[config.mk]
export PLATFORM = sky130hd
export DESIGN_NAME = uart_rx_frontend
export DESIGN_NICKNAME = d
export VERILOG_FILES = /design/src/rtl/uart_rx_frontend.sv
export SDC_FILE = /design/constraint.sdc
export NUM_CORES = 1
export LEC_CHECK = 0
export ABC_AREA = 1
export CORE_MARGIN = 1.5
export CORE_UTILIZATION = 30
export CTS_CLUSTER_SIZE = 8
export DETAILED_ROUTE_END_ITERATION = 10
export PLACE_DENSITY = 0.54
export SYNTH_ARGS = -nofsm -noshare
export SYNTH_HDL_FRONTEND = slang
export SYNTH_SLANG_ARGS = --single-unit
[constraint.sdc]
create_clock -name clk -period 2.7 [get_ports clk]
set_input_delay 0.405 -clock clk [delete_from_list [all_inputs] [get_ports clk]]
set_output_delay 0.405 -clock clk [all_outputs]
set_load 0.1 [all_outputs]
[src/rtl/uart_rx_frontend.sv]
`default_nettype none
// +--------------------------------------------------------------------------+
// | Module   : uart_rx_frontend                                              |
// | Purpose  : Oversampling UART receiver. Frames 8N1 characters (8E1/8O1    |
// |            when UART_RX_PARITY_EN is defined), holds the last good byte  |
// |            on RX_data and strobes byte_done / frame_err / parity_err.    |
// | Options  : `define UART_RX_PARITY_EN adds a parity bit before the stop   |
// |            bit; PARITY_ODD selects its sense (0 = even, 1 = odd).        |
// | Revision : 1.0 - initial release                                         |
// +--------------------------------------------------------------------------+
module uart_rx_frontend #(
   parameter int CLKS_PER_BIT = 868,
   parameter bit PARITY_ODD   = 1'b0
) (
   input  logic       clk,
   input  logic       rst,
   input  logic       rx,
   output logic [7:0] RX_data,
   output logic       byte_done,
   output logic       frame_err,
   output logic       parity_err
);

   localparam int                 c_CNT_W = $clog2(CLKS_PER_BIT);
   localparam logic [c_CNT_W-1:0] c_HALF  = c_CNT_W'((CLKS_PER_BIT - 1) / 2);
   localparam logic [c_CNT_W-1:0] c_LAST  = c_CNT_W'(CLKS_PER_BIT - 1);

   // Bit-counter operations requested by the FSM
   localparam logic [1:0] c_CNT_INC = 2'd0;
   localparam logic [1:0] c_CNT_CLR = 2'd1;
   localparam logic [1:0] c_CNT_ONE = 2'd2;

   typedef enum logic [2:0] {
      S_IDLE   = 3'd0,
      S_START  = 3'd1,
      S_DATA   = 3'd2,
`ifdef UART_RX_PARITY_EN
      S_PARITY = 3'd3,
`endif
      S_STOP   = 3'd4,
      S_BREAK  = 3'd5
   } state_t;

   logic               r_sync1;
   logic               r_rx_s;
   state_t             r_state;
   state_t             w_next;
   logic [c_CNT_W-1:0] r_cnt;
   logic [2:0]         r_idx;
   logic [7:0]         r_shift;
   logic [1:0]         w_cnt_op;
   logic               w_shift;
   logic               w_done;
   logic               w_ferr;
`ifdef UART_RX_PARITY_EN
   logic               r_par_bad;
   logic               w_par_smp;
   logic               w_perr;
`endif

   // Two-flop synchronizer; both stages reset to the idle (high) line level
   always_ff @(posedge clk) begin
      if (rst) begin
         r_sync1 <= 1'b1;
         r_rx_s  <= 1'b1;
      end else begin
         r_sync1 <= rx;
         r_rx_s  <= r_sync1;
      end
   end

   // FSM state register
   always_ff @(posedge clk) begin
      if (rst) r_state <= S_IDLE;
      else     r_state <= w_next;
   end

   // FSM next-state and per-cycle control strobes
   always_comb begin
      w_next   = r_state;
      w_cnt_op = c_CNT_INC;
      w_shift  = 1'b0;
      w_done   = 1'b0;
      w_ferr   = 1'b0;
`ifdef UART_RX_PARITY_EN
      w_par_smp = 1'b0;
      w_perr    = 1'b0;
`endif
      case (r_state)
         S_IDLE: begin
            w_cnt_op = c_CNT_CLR;
            if (!r_rx_s) begin
               // The detection cycle itself is count 0, so START begins at 1
               // and its mid-bit sample lands (CLKS_PER_BIT-1)/2 after it.
               w_next   = S_START;
               w_cnt_op = c_CNT_ONE;
            end
         end
         S_START: begin
            if (r_cnt == c_HALF) begin
               w_cnt_op = c_CNT_CLR;
               w_next   = r_rx_s ? S_IDLE : S_DATA;
            end
         end
         S_DATA: begin
            if (r_cnt == c_LAST) begin
               w_cnt_op = c_CNT_CLR;
               w_shift  = 1'b1;
               if (r_idx == 3'd7) begin
`ifdef UART_RX_PARITY_EN
                  w_next = S_PARITY;
`else
                  w_next = S_STOP;
`endif
               end
            end
         end
`ifdef UART_RX_PARITY_EN
         S_PARITY: begin
            if (r_cnt == c_LAST) begin
               w_cnt_op  = c_CNT_CLR;
               w_par_smp = 1'b1;
               w_next    = S_STOP;
            end
         end
`endif
         S_STOP: begin
            if (r_cnt == c_LAST) begin
               w_cnt_op = c_CNT_CLR;
               if (r_rx_s) begin
                  w_next = S_IDLE;
`ifdef UART_RX_PARITY_EN
                  if (r_par_bad) w_perr = 1'b1;
                  else           w_done = 1'b1;
`else
                  w_done = 1'b1;
`endif
               end else begin
                  // Framing error wins over parity; wait out a possible break
                  w_ferr = 1'b1;
                  w_next = S_BREAK;
               end
            end
         end
         S_BREAK: begin
            w_cnt_op = c_CNT_CLR;
            if (r_rx_s) w_next = S_IDLE;
         end
         default: begin
            w_cnt_op = c_CNT_CLR;
            w_next   = S_IDLE;
         end
      endcase
   end

   // Bit-timing counter, data bit index and LSB-first shift register
   always_ff @(posedge clk) begin
      if (rst) begin
         r_cnt   <= '0;
         r_idx   <= 3'd0;
         r_shift <= 8'h00;
      end else begin
         case (w_cnt_op)
            c_CNT_CLR: r_cnt <= '0;
            c_CNT_ONE: r_cnt <= c_CNT_W'(1);
            default:   r_cnt <= r_cnt + 1'b1;
         endcase
         if (w_shift) begin
            r_shift <= {r_rx_s, r_shift[7:1]};
            r_idx   <= r_idx + 3'd1;
         end
      end
   end

   // Registered outputs; RX_data only moves together with byte_done
   always_ff @(posedge clk) begin
      if (rst) begin
         RX_data   <= 8'h00;
         byte_done <= 1'b0;
         frame_err <= 1'b0;
      end else begin
         byte_done <= w_done;
         frame_err <= w_ferr;
         if (w_done) RX_data <= r_shift;
      end
   end

`ifdef UART_RX_PARITY_EN
   // Parity verdict over the 8 data bits plus the received parity bit
   always_ff @(posedge clk) begin
      if (rst) begin
         r_par_bad  <= 1'b0;
         parity_err <= 1'b0;
      end else begin
         if (w_par_smp) r_par_bad <= (^r_shift) ^ r_rx_s ^ PARITY_ODD;
         parity_err <= w_perr;
      end
   end
`else
   // No parity bit on the wire: the error output never fires and the
   // parity sense has no effect.
   assign parity_err = 1'b0 & PARITY_ODD;
`endif

endmodule
`default_nettype wire

==> impl_metrics.json <==
{
  "drive_above_1_share_pct": 12.23,
  "outcome": "finished, final reports clean",
  "cts_tree": "done",
  "crit_type": "flop to flop",
  "drv_slew": 0,
  "worstPathMaxFanout": 13,
  "grtUsageMet1_pct": 17.49,
  "rsz0062_at_grt": "no",
  "combPwrFrac_pct": 19.1,
  "area_delta_synth_final_pct": 13.53,
  "busiest_layer": "met1",
  "grt_max_degree": 16,
  "vias_per_cell": 4.569,
  "hold_buffers": 0,
  "critPathMaxStageDelay_ns": 0.38,
  "finalCriticalPeriod_ns": 2.034,
  "synth.area.top_cells": "dfxtp_1 45%, nand2_1 9.6%, nor2_1 9.3%",
  "floorplan.initialDensity_pct": 31.30,
  "ys_warn_count": 0,
  "overflow": 0,
  "cts-resized-gates": 0,
  "fin_crit_sh_pct": 75.32,
  "hold_path.class": "flop to flop",
  "place.gp.congestion": 0.8282,
  "holdWs_ns": 0.4083,
  "cts_root_buf": "clkbuf_8",
  "die_w_um": 76.24,
  "pwr_density_cell_nw_per_um2": 629.8,
  "pwr-share-seq_pct": 49.5,
  "avgSynthCellArea_sq_um": 7.484,
  "cts_max_level": 2,
  "io_pins": 14,
  "yosys.cell_types.count": 27,
  "grt_pass1_vias": 1233,
  "cts_made_buffers": 5,
  "grt_usage_pct": 12.47,
  "grt_pass1_wl_um": 5720,
  "ant_nets": 0,
  "cp-startpoint": "r_cnt[0]",
  "fin_worst_skew_ns": 0.004819,
  "row_count": 26,
  "clkSinkCount": 36,
  "die-area_sq_um": 5812,
  "met3_usage_pct": 3.593,
  "switching_power_w": 0.0003496,
  "yosysTopAreaCell": "dfxtp_1",
  "max_freq_mhz": 491.7,
  "maxCapViolations": 0,
  "path_cells": "ha_1, nand2_1, nor2_4, nand2_4, inv_6, a21oi_1, ha_1, nand2_1, inv_1, o21ai_0, a21oi_1",
  "routed-via-count": 1366,
  "insertion_delay_ns": 0.29,
  "wl_um": 3185,
  "antenna_found_initial": 0,
  "swShare_pct": 30.39,
  "dp_hpwl_um": 2268,
  "hold_violations": 0,
  "cts.path.max_buffers": 2,
  "syn_nets": 223,
  "drc": 0,
  "setup_tns_ns": 0,
  "p_int_w": 0.0008009,
  "pwr-share-clk_pct": 31.4,
  "yosysTopAreaCellShare_pct": 44.79,
  "cellLeakagePower_nw": 0.8012,
  "antenna_cells": 0,
  "synth_ff_type": "dfxtp_1",
  "clkSlewWorstSetupHoldPaths_ns": 0.06,
  "synth_edf_count": 0,
  "first_iter_violations": 63,
  "grt_util_met2_pct": 17.05,
  "async_flop_share_pct": 0,
  "die_y_um": 76.24,
  "netlist_area_sq_um": 1609,
  "ys_seq_area_share_pct": 44.79,
  "reg2reg_depth": 11,
  "ir_drop_mv": 0.1601,
  "synth_common_cells": "41 x nand2_1, 40 x nor2_1, 36 x dfxtp_1, 18 x nand3_1",
  "wire_per_inst_um": 10.65,
  "critical_path_required_ns": 2.92,
  "setup_viol": 0,
  "numPortBuffers": 12,
  "cp_slowest_cell": "dfxtp_1",
  "r2r_setup_slack_ns": 0.67,
  "crit_path_start_kind": "flop",
  "r2r-start": "r_cnt[0]",
  "r2r-end": "r_cnt[3]",
  "core_sq_um": 5140,
  "nets": 237,
  "netlist_instances": 215,
  "drtPass1Iterations": 4,
  "critPathArrivalTime_ns": 2.25,
  "cp-endpoint": "r_cnt[3]",
  "postCtsSetupRepairBufs": 0,
  "synthMostInstantiatedCell": "nand2_1",
  "endpoint_kind": "flop",
  "ys_seq_elements": 36
}
-- critical path: cells and delay by family (launching register included) --
kind                     cells  cell delay, ns
flip-flops                   1            0.38
adder cells (fa/ha/maj)      2            0.52
AO/OA/AOI/OAI                3            0.29
AND/OR/NAND/NOR              4            0.48
buffers and inverters        2            0.28
-- cell families after synthesis --
group	Yosys count	synth area share, %
xor gates and xnor gates	2	1.089
DFF	36	44.79
AOI/OAI and AO/OA	29	9.098
adders and majority gates	5	3.888
other	1	0.2331
buffers and inverters	25	7.852
and+or+nand+nor	117	33.05
-- stage by stage --
stage	utilization, %	total power [W]	cells	area [sq um]	setup WS, ns
after floorplan	-	0.0007573	215	1609	0.8384
after global placement	34.03	0.0008030	292	1749	0.7253
after detailed placement	34.03	0.0007994	292	1749	0.6616
after CTS	35.54	0.001157	299	1827	0.6469
after global routing	35.54	0.001223	299	1827	0.4620
final	35.54	0.001150	299	1827	0.6664
-- layout make-up --
cell class / instances / area (sq um)
Inverter: 19 / 76.32
Timing Repair Buffer: 13 / 102.6
Fill cell: 570 / 3313
Sequential cell: 36 / 720.7
Multi-Input combinational cell: 154 / 762.0
Tap cell: 70 / 87.58
Clock inverter: 1 / 5.005
Clock buffer: 6 / 72.57
-- power by group through the flow --
stage	registers, W	logic (W)	clock network (W)
2_1_floorplan	0.000577	0.000180	0
5_1_grt	0.000571	0.000255	0.000397
3_5_place_dp	0.000581	0.000218	0
3_3_place_gp	0.000580	0.000223	0
4_1_cts	0.000569	0.000220	0.000368
6_report	0.000569	0.000220	0.000361
-- registers in the layout, summed over array words and instances (netlist names) --
name,count
r_cnt,10
RX_data,8
r_shift,8
r_idx,3
r_state,3
byte_done,1
frame_err,1
r_rx_s,1
r_sync1,1
-- worst min path at each step --
| stage | from | end | slack [ns] | cells after the start |
|---|---|---|---|---|
| 2_1_floorplan | r_sync1 | r_rx_s | 0.39 | 1 |
| 3_3_place_gp | r_sync1 | r_rx_s | 0.39 | 1 |
| 3_5_place_dp | r_sync1 | r_rx_s | 0.39 | 1 |
| 4_1_cts | r_sync1 | r_rx_s | 0.41 | 1 |
| 5_1_grt | r_sync1 | r_rx_s | 0.44 | 1 |
| 6_report | r_sync1 | r_rx_s | 0.41 | 1 |
-- placed cells by master (no fill, tap or decap), drive strengths merged --
master         netlist  routed
a31oi                1       1
xor2                 2       2
nor2                42      42
nor4                 1       1
buf                  4      11
nand3b               1       1
ha                   5       5
dfxtp               36      36
clkdlybuf4s50        0       2
inv                 19      19
o21ai               11      11
a21oi               17      17
clkbuf               2       6
nand2               43      43
clkinv               0       1
nand3               20      20
nor3                 8       8
conb                 1       1
or2                  2       2
-- routing by layer --
metal | wire length, um | share of wire, %
met5 | 0 | 0
met4 | 80 | 2.5
met3 | 116 | 3.6
met2 | 1305 | 41
met1 | 1682 | 53
Note: power is estimated with default switching activity, not from simulation.
